--- src/rtl/imem_fetch_sequencer_pkg.sv ---
// Shared types and constants for the LEGv8 instruction fetch sequencer.
// Latency: n/a (declarations only).
// Backpressure: n/a.
package imem_fetch_sequencer_pkg;

  // Fetch controller states: IDLE waits for Enable, FETCH holds the address
  // on the memory and counts down the read latency.
  typedef enum logic [0:0] {
    FS_IDLE  = 1'b0,
    FS_FETCH = 1'b1
  } fetch_state_t;

  // Every LEGv8 instruction is one 32-bit word.
  localparam int INSTR_BYTES = 4;

  localparam logic [63:0] DEFAULT_RESET_PC = 64'h0;

endpackage

--- src/rtl/imem_fetch_sequencer_fetch_queue.sv ---
// Small synchronous FIFO holding {PC, instr} entries between fetch and decode.
// Latency: a push is visible at the head right after its edge; the head is read combinationally.
// Backpressure: a push is dropped when full unless a pop happens on the same edge; flush wins over both.
//
// Ports:
//   i_clk, i_rst_n          clock, asynchronous active-low reset
//   i_push, i_dat           write request and data
//   i_pop                   remove head (ignored when empty)
//   i_flush                 reset pointers/count, storage left as is
//   o_dat                   head entry
//   o_full, o_empty, o_count occupancy status
module fetch_queue #(
  parameter int WIDTH = 96,
  parameter int DEPTH = 2
) (
  input  logic                       i_clk,
  input  logic                       i_rst_n,
  input  logic                       i_push,
  input  logic                       i_pop,
  input  logic                       i_flush,
  input  logic [WIDTH-1:0]           i_dat,
  output logic [WIDTH-1:0]           o_dat,
  output logic                       o_full,
  output logic                       o_empty,
  output logic [$clog2(DEPTH):0]     o_count
);

  localparam int AW = $clog2(DEPTH);
  localparam logic [AW:0] FULL_CNT = DEPTH[AW:0];

  logic [WIDTH-1:0] r_mem [DEPTH];
  logic [AW-1:0]    r_wr_ptr;
  logic [AW-1:0]    r_rd_ptr;
  logic [AW:0]      r_count;

  logic w_do_push;
  logic w_do_pop;

  assign o_full    = (r_count == FULL_CNT);
  assign o_empty   = (r_count == '0);
  assign o_count   = r_count;
  assign o_dat     = r_mem[r_rd_ptr];

  // A full queue still accepts a push when the head leaves on the same edge.
  assign w_do_pop  = i_pop & ~o_empty;
  assign w_do_push = i_push & (~o_full | w_do_pop);

  always_ff @(posedge i_clk or negedge i_rst_n) begin
    if (!i_rst_n) begin
      r_wr_ptr <= '0;
      r_rd_ptr <= '0;
      r_count  <= '0;
      for (int i = 0; i < DEPTH; i++) begin
        r_mem[i] <= '0;
      end
    end else if (i_flush) begin
      // Only the bookkeeping is reset; stale storage is unreachable once empty.
      r_wr_ptr <= '0;
      r_rd_ptr <= '0;
      r_count  <= '0;
    end else begin
      if (w_do_push) begin
        r_mem[r_wr_ptr] <= i_dat;
        r_wr_ptr        <= r_wr_ptr + 1'b1;
      end
      if (w_do_pop) begin
        r_rd_ptr <= r_rd_ptr + 1'b1;
      end
      case ({w_do_push, w_do_pop})
        2'b10:   r_count <= r_count + 1'b1;
        2'b01:   r_count <= r_count - 1'b1;
        default: r_count <= r_count;
      endcase
    end
  end

endmodule

--- src/rtl/imem_fetch_sequencer.sv ---
// Instruction fetch sequencer: owns the PC, holds it on the memory for RD_LATENCY cycles, queues words for decode.
// Latency: RD_LATENCY edges from fetch start to capture; Instr_Valid rises on the capture edge.
// Backpressure: a full queue without a pop stalls the fetch with the address held; Redirect_Valid flushes and restarts.
//
// Ports:
//   CLK, Reset_L                       core clock, asynchronous active-low reset
//   Enable                             allow new fetches to start
//   IMemAddress / IMemData             instruction memory address out, word in (combinational)
//   Instr_Valid / Instr_Ready          decode handshake; Instr / Instr_PC are the queue head
//   Redirect_Valid / Redirect_PC       taken branch from execute
//   Queue_Count                        queue occupancy (debug)
module imem_fetch_sequencer
  import imem_fetch_sequencer_pkg::*;
#(
  parameter logic [63:0] RESET_PC   = DEFAULT_RESET_PC,
  parameter int          RD_LATENCY = 2,
  parameter int          QDEPTH     = 2
) (
  input  logic                       CLK,
  input  logic                       Reset_L,
  input  logic                       Enable,
  output logic [63:0]                IMemAddress,
  input  logic [31:0]                IMemData,
  output logic                       Instr_Valid,
  input  logic                       Instr_Ready,
  output logic [31:0]                Instr,
  output logic [63:0]                Instr_PC,
  input  logic                       Redirect_Valid,
  input  logic [63:0]                Redirect_PC,
  output logic [$clog2(QDEPTH):0]    Queue_Count
);

  localparam int CW = (RD_LATENCY > 1) ? $clog2(RD_LATENCY) : 1;
  localparam logic [CW-1:0] CNT_RELOAD = CW'(RD_LATENCY - 1);

  fetch_state_t r_state;
  fetch_state_t w_next_state;
  logic [63:0]  r_pc;
  logic [63:0]  w_next_pc;
  logic [CW-1:0] r_cnt;
  logic [CW-1:0] w_next_cnt;

  logic        w_pop;
  logic        w_cap_due;
  logic        w_cap;
  logic        w_q_full;
  logic        w_q_empty;
  logic [95:0] w_q_rdat;
  logic [63:0] w_redirect_pc;

  assign IMemAddress   = r_pc;
  assign Instr_Valid   = ~w_q_empty;
  assign Instr         = w_q_rdat[31:0];
  assign Instr_PC      = w_q_rdat[95:32];

  // Branch targets are always word aligned; the low bits are dropped.
  assign w_redirect_pc = Redirect_PC & ~64'h3;

  assign w_pop     = Instr_Valid & Instr_Ready;
  assign w_cap_due = (r_state == FS_FETCH) && (r_cnt == '0);
  // Capture needs a free slot, or one freed by a pop on this same edge.
  assign w_cap     = w_cap_due & (~w_q_full | w_pop);

  fetch_queue #(
    .WIDTH (96),
    .DEPTH (QDEPTH)
  ) u_fetch_queue (
    .i_clk   (CLK),
    .i_rst_n (Reset_L),
    .i_push  (w_cap & ~Redirect_Valid),
    .i_pop   (w_pop & ~Redirect_Valid),
    .i_flush (Redirect_Valid),
    .i_dat   ({r_pc, IMemData}),
    .o_dat   (w_q_rdat),
    .o_full  (w_q_full),
    .o_empty (w_q_empty),
    .o_count (Queue_Count)
  );

  always_ff @(posedge CLK or negedge Reset_L) begin
    if (!Reset_L) begin
      r_state <= FS_IDLE;
      r_pc    <= RESET_PC;
      r_cnt   <= '0;
    end else begin
      r_state <= w_next_state;
      r_pc    <= w_next_pc;
      r_cnt   <= w_next_cnt;
    end
  end

  always_comb begin
    w_next_state = r_state;
    w_next_pc    = r_pc;
    w_next_cnt   = r_cnt;

    if (Redirect_Valid) begin
      // Redirect overrides any capture or countdown on this edge.
      w_next_pc = w_redirect_pc;
      if (r_state == FS_FETCH) begin
        if (Enable) begin
          w_next_cnt = CNT_RELOAD;
        end else begin
          w_next_state = FS_IDLE;
          w_next_cnt   = '0;
        end
      end
    end else begin
      case (r_state)
        FS_IDLE: begin
          if (Enable) begin
            w_next_state = FS_FETCH;
            w_next_cnt   = CNT_RELOAD;
          end
        end
        FS_FETCH: begin
          if (r_cnt != '0) begin
            w_next_cnt = r_cnt - 1'b1;
          end else if (w_cap) begin
            w_next_pc = r_pc + 64'(INSTR_BYTES);
            if (Enable) begin
              w_next_cnt = CNT_RELOAD;
            end else begin
              w_next_state = FS_IDLE;
            end
          end
          // Otherwise stalled on a full queue: counter stays 0, address held.
        end
        default: begin
          w_next_state = FS_IDLE;
        end
      endcase
    end
  end

endmodule

--- config.mk ---
export PLATFORM = sky130hd
export DESIGN_NAME = imem_fetch_sequencer
export DESIGN_NICKNAME = d
export VERILOG_FILES = /design/src/rtl/imem_fetch_sequencer_pkg.sv /design/src/rtl/imem_fetch_sequencer_fetch_queue.sv /design/src/rtl/imem_fetch_sequencer.sv
export SDC_FILE = /design/constraint.sdc
export NUM_CORES = 1
export LEC_CHECK = 0
export ABC_AREA = 1
export CORE_ASPECT_RATIO = 2
export CORE_UTILIZATION = 26
export CTS_CLUSTER_DIAMETER = 50
export DETAILED_ROUTE_END_ITERATION = 8
export GPL_ROUTABILITY_DRIVEN = 0
export GPL_TIMING_DRIVEN = 0
export SYNTH_ARGS = -nofsm -noshare
export SYNTH_HDL_FRONTEND = slang
export SYNTH_SLANG_ARGS = --single-unit
--- constraint.sdc ---
create_clock -name CLK -period 2.06 [get_ports CLK]
set_clock_uncertainty 0.1 [all_clocks]
set_input_delay 0.309 -clock CLK [delete_from_list [all_inputs] [get_ports CLK]]
set_output_delay 0.309 -clock CLK [all_outputs]
set_load 0.1 [all_outputs]
Word level (Yosys, flattened, before mapping)
Cells that the tools add are included.
Widths: inputs -> output; s select.
{"block": "totals", "reg_bits": 262, "output_inout_bits": 163, "in_bits": 101}
{"block": "op_classes", "n_eq_ne": 6, "magnitude_cmp": 3, "n_reduce_logical": 11, "mux": 28, "bitwise_logic": 15, "add_sub_neg": 6}
{"operator": "$mux 96", "count": 4}
{"operator": "$mux 64", "count": 4}
{"operator": "$bwmux 192", "count": 1}
{"operator": "$demux 96 s1", "count": 1}
{"operator": "$add 64x3->64 const B", "count": 1}
{"operator": "$mux 1", "count": 14}
{"operator": "$reduce_bool 2->1", "count": 4}
{"operator": "$and 1x1->1", "count": 6}
{"operator": "$not 1->1", "count": 5}
{"operator": "$eq 2x2->1 const B", "count": 2}
{"operator": "$ge 2x2->1 const B", "count": 2}
{"operator": "$not 1->2", "count": 2}
{"operator": "$pmux 1 s2", "count": 2}
{"operator": "$pmux 2 s2", "count": 1}
{"operator": "$reduce_and 2->1", "count": 2}
{"operator": "$ne 3x3->1 const B", "count": 1}
{"operator": "$reduce_and 3->1", "count": 1}
{"operator": "$reduce_bool 3->1", "count": 1}
{"operator": "$add 1x1->1 const B", "count": 2}
{"operator": "$add 2x1->2 const B", "count": 1}
{"operator": "$eq 2x1->1 const B", "count": 1}
{"operator": "$logic_and 1x1->1", "count": 2}
{"operator": "$logic_not 2->1", "count": 1}
{"operator": "$lt 2x1->1 const B", "count": 1}
{"operator": "other kinds (6)", "count": 7}

Logic depth before layout (Yosys ltp)
{"block": "depth", "word_depth": 10, "depth_mapped": 11, "mapped_depth_nobuf": 11}

Cells and area by module
From an unflattened synthesis, not the netlist that was laid out.
{"block": "unflattened", "hier_cells": 1885, "area_unflattened_um2": 14167.3}
{"module": "fetch_queue", "cells_each": 1063, "instances": 1, "area_each_um2": 9215.1, "seq_area_each_um2": 4904.7}
{"module": "imem_fetch_sequencer", "cells_each": 822, "instances": 1, "area_each_um2": 4952.2, "seq_area_each_um2": 1601.5}

Least setup slack after synthesis
OpenSTA, ideal clock, no wires.
{"block": "synth_timing", "kind": "flip-flop to output port", "from": "register u_fetch_queue.r_rd_ptr", "to": "output Instr_PC[19]", "arrival_time_ns": 2.628, "setup_slack_ns": -0.977, "stages_incl_launch_ff": 6, "path_buffers": 3, "t_required_ns": 1.651, "cell_sequence": "dfrtp_1 > clkbuf_1 > clkbuf_1 > clkbuf_1 > nor2_1 > a21oi_1"}
{"block": "synth_via", "elab_chain_cells": 4}
{"item": "start, declared", "line_no": "imem_fetch_sequencer_fetch_queue.sv:33", "text": "logic [AW-1:0] r_rd_ptr;"}
{"item": "start signal, assigned", "line_no": "imem_fetch_sequencer_fetch_queue.sv:67", "text": "r_rd_ptr <= r_rd_ptr + 1'b1;"}
{"item": "$not 1->2 (not written as such)", "line_no": "imem_fetch_sequencer_fetch_queue.sv:42", "text": "assign o_dat = r_mem[r_rd_ptr];"}
{"item": "$mux 96 (not written as such) (3 in a row)", "line_no": "imem_fetch_sequencer_fetch_queue.sv:42"}
{"item": "end, declared", "line_no": "imem_fetch_sequencer.sv:27", "text": "output logic [63:0] Instr_PC,"}
No other way between the ends. The select of a mux whose other input is x is not followed.

Worst setup path in the final report
{"block": "layout_timing", "from": "register u_fetch_queue.r_rd_ptr", "to": "output Instr_PC[16]"}
The elaborated chain is that of the path after synthesis.

==> results by group <==
Power
  – Pleak: approximately 0.0091 uW
  – Peak supply drop: around 1.2 mV
  – Sequential Power Share: between 20 and 25%
  – Power per cell area: roughly 1900 nW/um^2
  – Clock power frac: around an eighth
  – NetSw: about 22000 uW
  – Comb pwr share: about two thirds
  – Net Sw Frac: a little over half
  – Internal power: between 15000 and 20000 uW

Routing
  – # DRC: 0
  – Vias per Instance: 4.84
  – Routed WL: a little over 60000 um
  – Drt initial violations: around 900
  – Post-DR wirelength/cell: ~22 um
  – Drt first pass iters: 5
  – DR vias: ~14000
  – DRT antenna net count: 0

Status
  – Failing checks: setup timing
  – Run status: finished, violations left

Timing
  – Final Worst Setup Slack: -274 ps
  – Endpoints failing hold: 0
  – Max Fclk: 429 MHz
  – RSZ-0062 raised after global routing: true
  – Setup Viol. Count Final: between 90 and 100
  – Final Critical Period: between 2000 and 2500 ps
  – Worst Tran Pin Value: around 760 ps
  – Max_slew headroom: between 40 and 50%
  – Hold slack: roughly 190 ps
  – Final period util: 113%
  – Final Max Tran Viols: 0

Logic synthesis
  – Syn Area/Cell: slightly above 7 sq um
  – Synth Register Bits: approximately 260
  – Ranking of synthesized cells by area: dfrtp_1 (49%), nand2_1 (17%), nor2_1 (6.3%)
  – Post-synth cell types: 33
  – Seq/Total Area, Yosys: 48.7%
  – Area of the mapped netlist: ~13000 sq um
  – Post-synth EDFFs: 0
  – Yosys warns: 0
  – Async SR Flop Fraction: 100%
  – Ys flop type: dfrtp_1
  – Yosys top cell area share: between 40% and 50%
  – Post-Synthesis Cells: ~1800
  – Cell taking the most area after synthesis: dfrtp_1

Critical path
  – CP Data Arrival Time: roughly 1900 ps
  – Worst EP required: around 1700 ps
  – Crit. End Element: output port
  – Startpoint types: register
  – CP Class: reg -> out
  – Reg2reg setup slack: approximately 50 ps
  – Worst-path maximum fanout: 6

Cells and area
  – Share of cells above drive strength 1: between 20 and 30%
  – Synthesis-to-finish area growth: 59.3%
  – Fin cells: ~2800
  – Final net count: 2238
  – Commonest non-fill, non-tap cells in the layout: nand2_1 (597), dfrtp_1 (210), inv_1 (170)
  – Commonest non-fill, non-tap cell in the layout: nand2_1

GRT
  – First-pass GRT wire length: between 80000 and 90000 um
  – GRT overflow: 0
  – Initial antenna violation count: 0
  – Met2 GRT Util: a little over two fifths
  – Met1 Usage GRT: about 22%
  – Pin count of the biggest net entering global routing: between 100 and 150
  – Vias in the first global route: between 10000 and 15000
  – Gr usage total: between 20% and 30%
  – Met3 global-route usage: 3.86%
  – GRT busiest layer: met2

Clocking
  – Clk buf depth: 3
  – Clk slew on worst S/H paths: 60 ps
  – Clock sinks: roughly 260
  – Root Driver: clkbuf_16
  – H-tree levels: 1
  – CTS buffer count: 27
  – CTS tree: done
  – Latest clock arrival within the worst-skew pair: between 500 and 600 ps

Floorplanning
  – Core area: approximately 50000 sq um
  – Row Count: approximately 120
  – Die Ht: ~320 um
  – Io pins: between 200 and 300
  – Die area: just over 50000 sq um
  – Initial Util: approximately a quarter
  – Chip width: around 160 um

Worst hold path
  – HP Class: in -> async

Placement
  – Final HPWL DP: approximately 45000 um
  – Place WS: -1800 ps
  – PortBufs: 256
  – Dpl cells: 2723

Flow run
  – MaxCap Viol Count: 0
==> state kept, by name (all words and copies together), names as in the netlist <==
signal,flops
IMemAddress,62
r_cnt,1
r_state,1
u_fetch_queue.o_count,2
u_fetch_queue.r_mem,188
u_fetch_queue.r_rd_ptr,1
u_fetch_queue.r_wr_ptr,1
==> metrics by stage <==
| step | TNS, ps | total power (uW) | instance area, sq um | util [%] |
|---|---|---|---|---|
| floorplan | -13440 | 24200 | 13900 | - |
| global placement | -3013660 | 29200 | 17300 | 34.6 |
| detailed placement | -259900 | 29400 | 17300 | 34.7 |
| CTS | -24440 | 39900 | 20600 | 41.2 |
| global route | -24800 | 41500 | 20900 | 41.9 |
| finish | -21040 | 40000 | 20900 | 42.0 |
==> worst max-delay path: stages, from the launching register on <==
cell	delay, ps
dfrtp_2	430
buf_12	160
clkbuf_16	190
buf_16	160
a21oi_4	200
buf_12	200
==> final cells by class <==
cell class / count / area [sq um]
Fill cell: 4952 / 29000
Tap cell: 649 / 812
Buffer: 89 / 828
Antenna cell: 1 / 2.50
Sequential cell: 256 / 6470
Multi-Input combinational cell: 1296 / 7300
Timing Repair Buffer: 292 / 4030
Inverter: 174 / 656
Clock inverter: 10 / 86.3
Clock buffer: 38 / 767
==> layer usage <==
metal / up-vias / share of wire, %
li1: 6348 / -
met1: 6486 / 33
met2: 537 / 52
met3: 218 / 5.5
met4: 0 / 9.4
met5: - / 0
==> power by group through the flow <==
| stage | clock (uW) | sequential [uW] | combinational [uW] |
|---|---|---|---|
| floorplan | 0 | 9670 | 14500 |
| global placement | 0 | 8410 | 20800 |
| detailed placement | 0 | 8470 | 21000 |
| CTS | 4930 | 8610 | 26400 |
| global route | 5090 | 8890 | 27600 |
| finish | 4820 | 8660 | 26500 |
==> kinds of logic (layout without fill, tap and decap cells) <==
| family | Yosys count | after routing | share of synthesized area (%) |
|---|---|---|---|
| AND/OR/NAND/NOR | 971 | 971 | 29.6 |
| AO/OA/AOI/OAI | 291 | 291 | 11.3 |
| other | 1 | 5 | 0.0285 |
| multiplexers | 3 | 3 | 0.257 |
| adder cells (fa/ha/maj) | 1 | 1 | 0.0951 |
| XOR/XNOR | 26 | 26 | 1.73 |
| flip-flops | 256 | 256 | 48.7 |
| buffers and inverters | 264 | 603 | 8.21 |
==> repair_timing <==
| action | in CTS | in global routing |
|---|---|---|
| endpoints found under the hold margin | 79 | 0 |
| endpoints found under the setup margin | 279 | 254 |
| gates resized for setup | 1348 | 77 |
| pin swaps | 21 | 24 |
| buffers inserted | 10 | 8 |
| cloned | 12 | 4 |
| hold buffers | 1 | 0 |
==> cells in the mapped netlist, types with 2 or more instances <==
library cell,n
a21oi_1,95
a31oi_1,2
buf_1,8
buf_2,21
buf_4,16
clkbuf_1,45
dfrtp_1,256
inv_1,172
mux2_2,3
nand2_1,611
nand3_1,107
nand4_1,13
nor2_1,221
nor2_2,9
nor3_1,3
o211ai_1,7
o21a_1,3
o21ai_0,78
o21ai_1,104
o221ai_1,2
xor2_1,25
==> worst paths after layout <==
path | startpoint | endpoint | depth (start not counted)
max in group asynchronous | Reset_L | u_fetch_queue.r_mem[78] | 4
worst min register to register | u_fetch_queue.r_mem[103] | u_fetch_queue.r_mem[103] | 2
min in group CLK | Redirect_PC[39] | IMemAddress[39] | 3
worst max-delay path | u_fetch_queue.r_rd_ptr | Instr_PC[16] | 5
worst min-delay path | Reset_L | u_fetch_queue.r_mem[55] | 2
worst max register to register | IMemAddress[30] | IMemAddress[55] | 9
(Power assumes the default switching activity.)
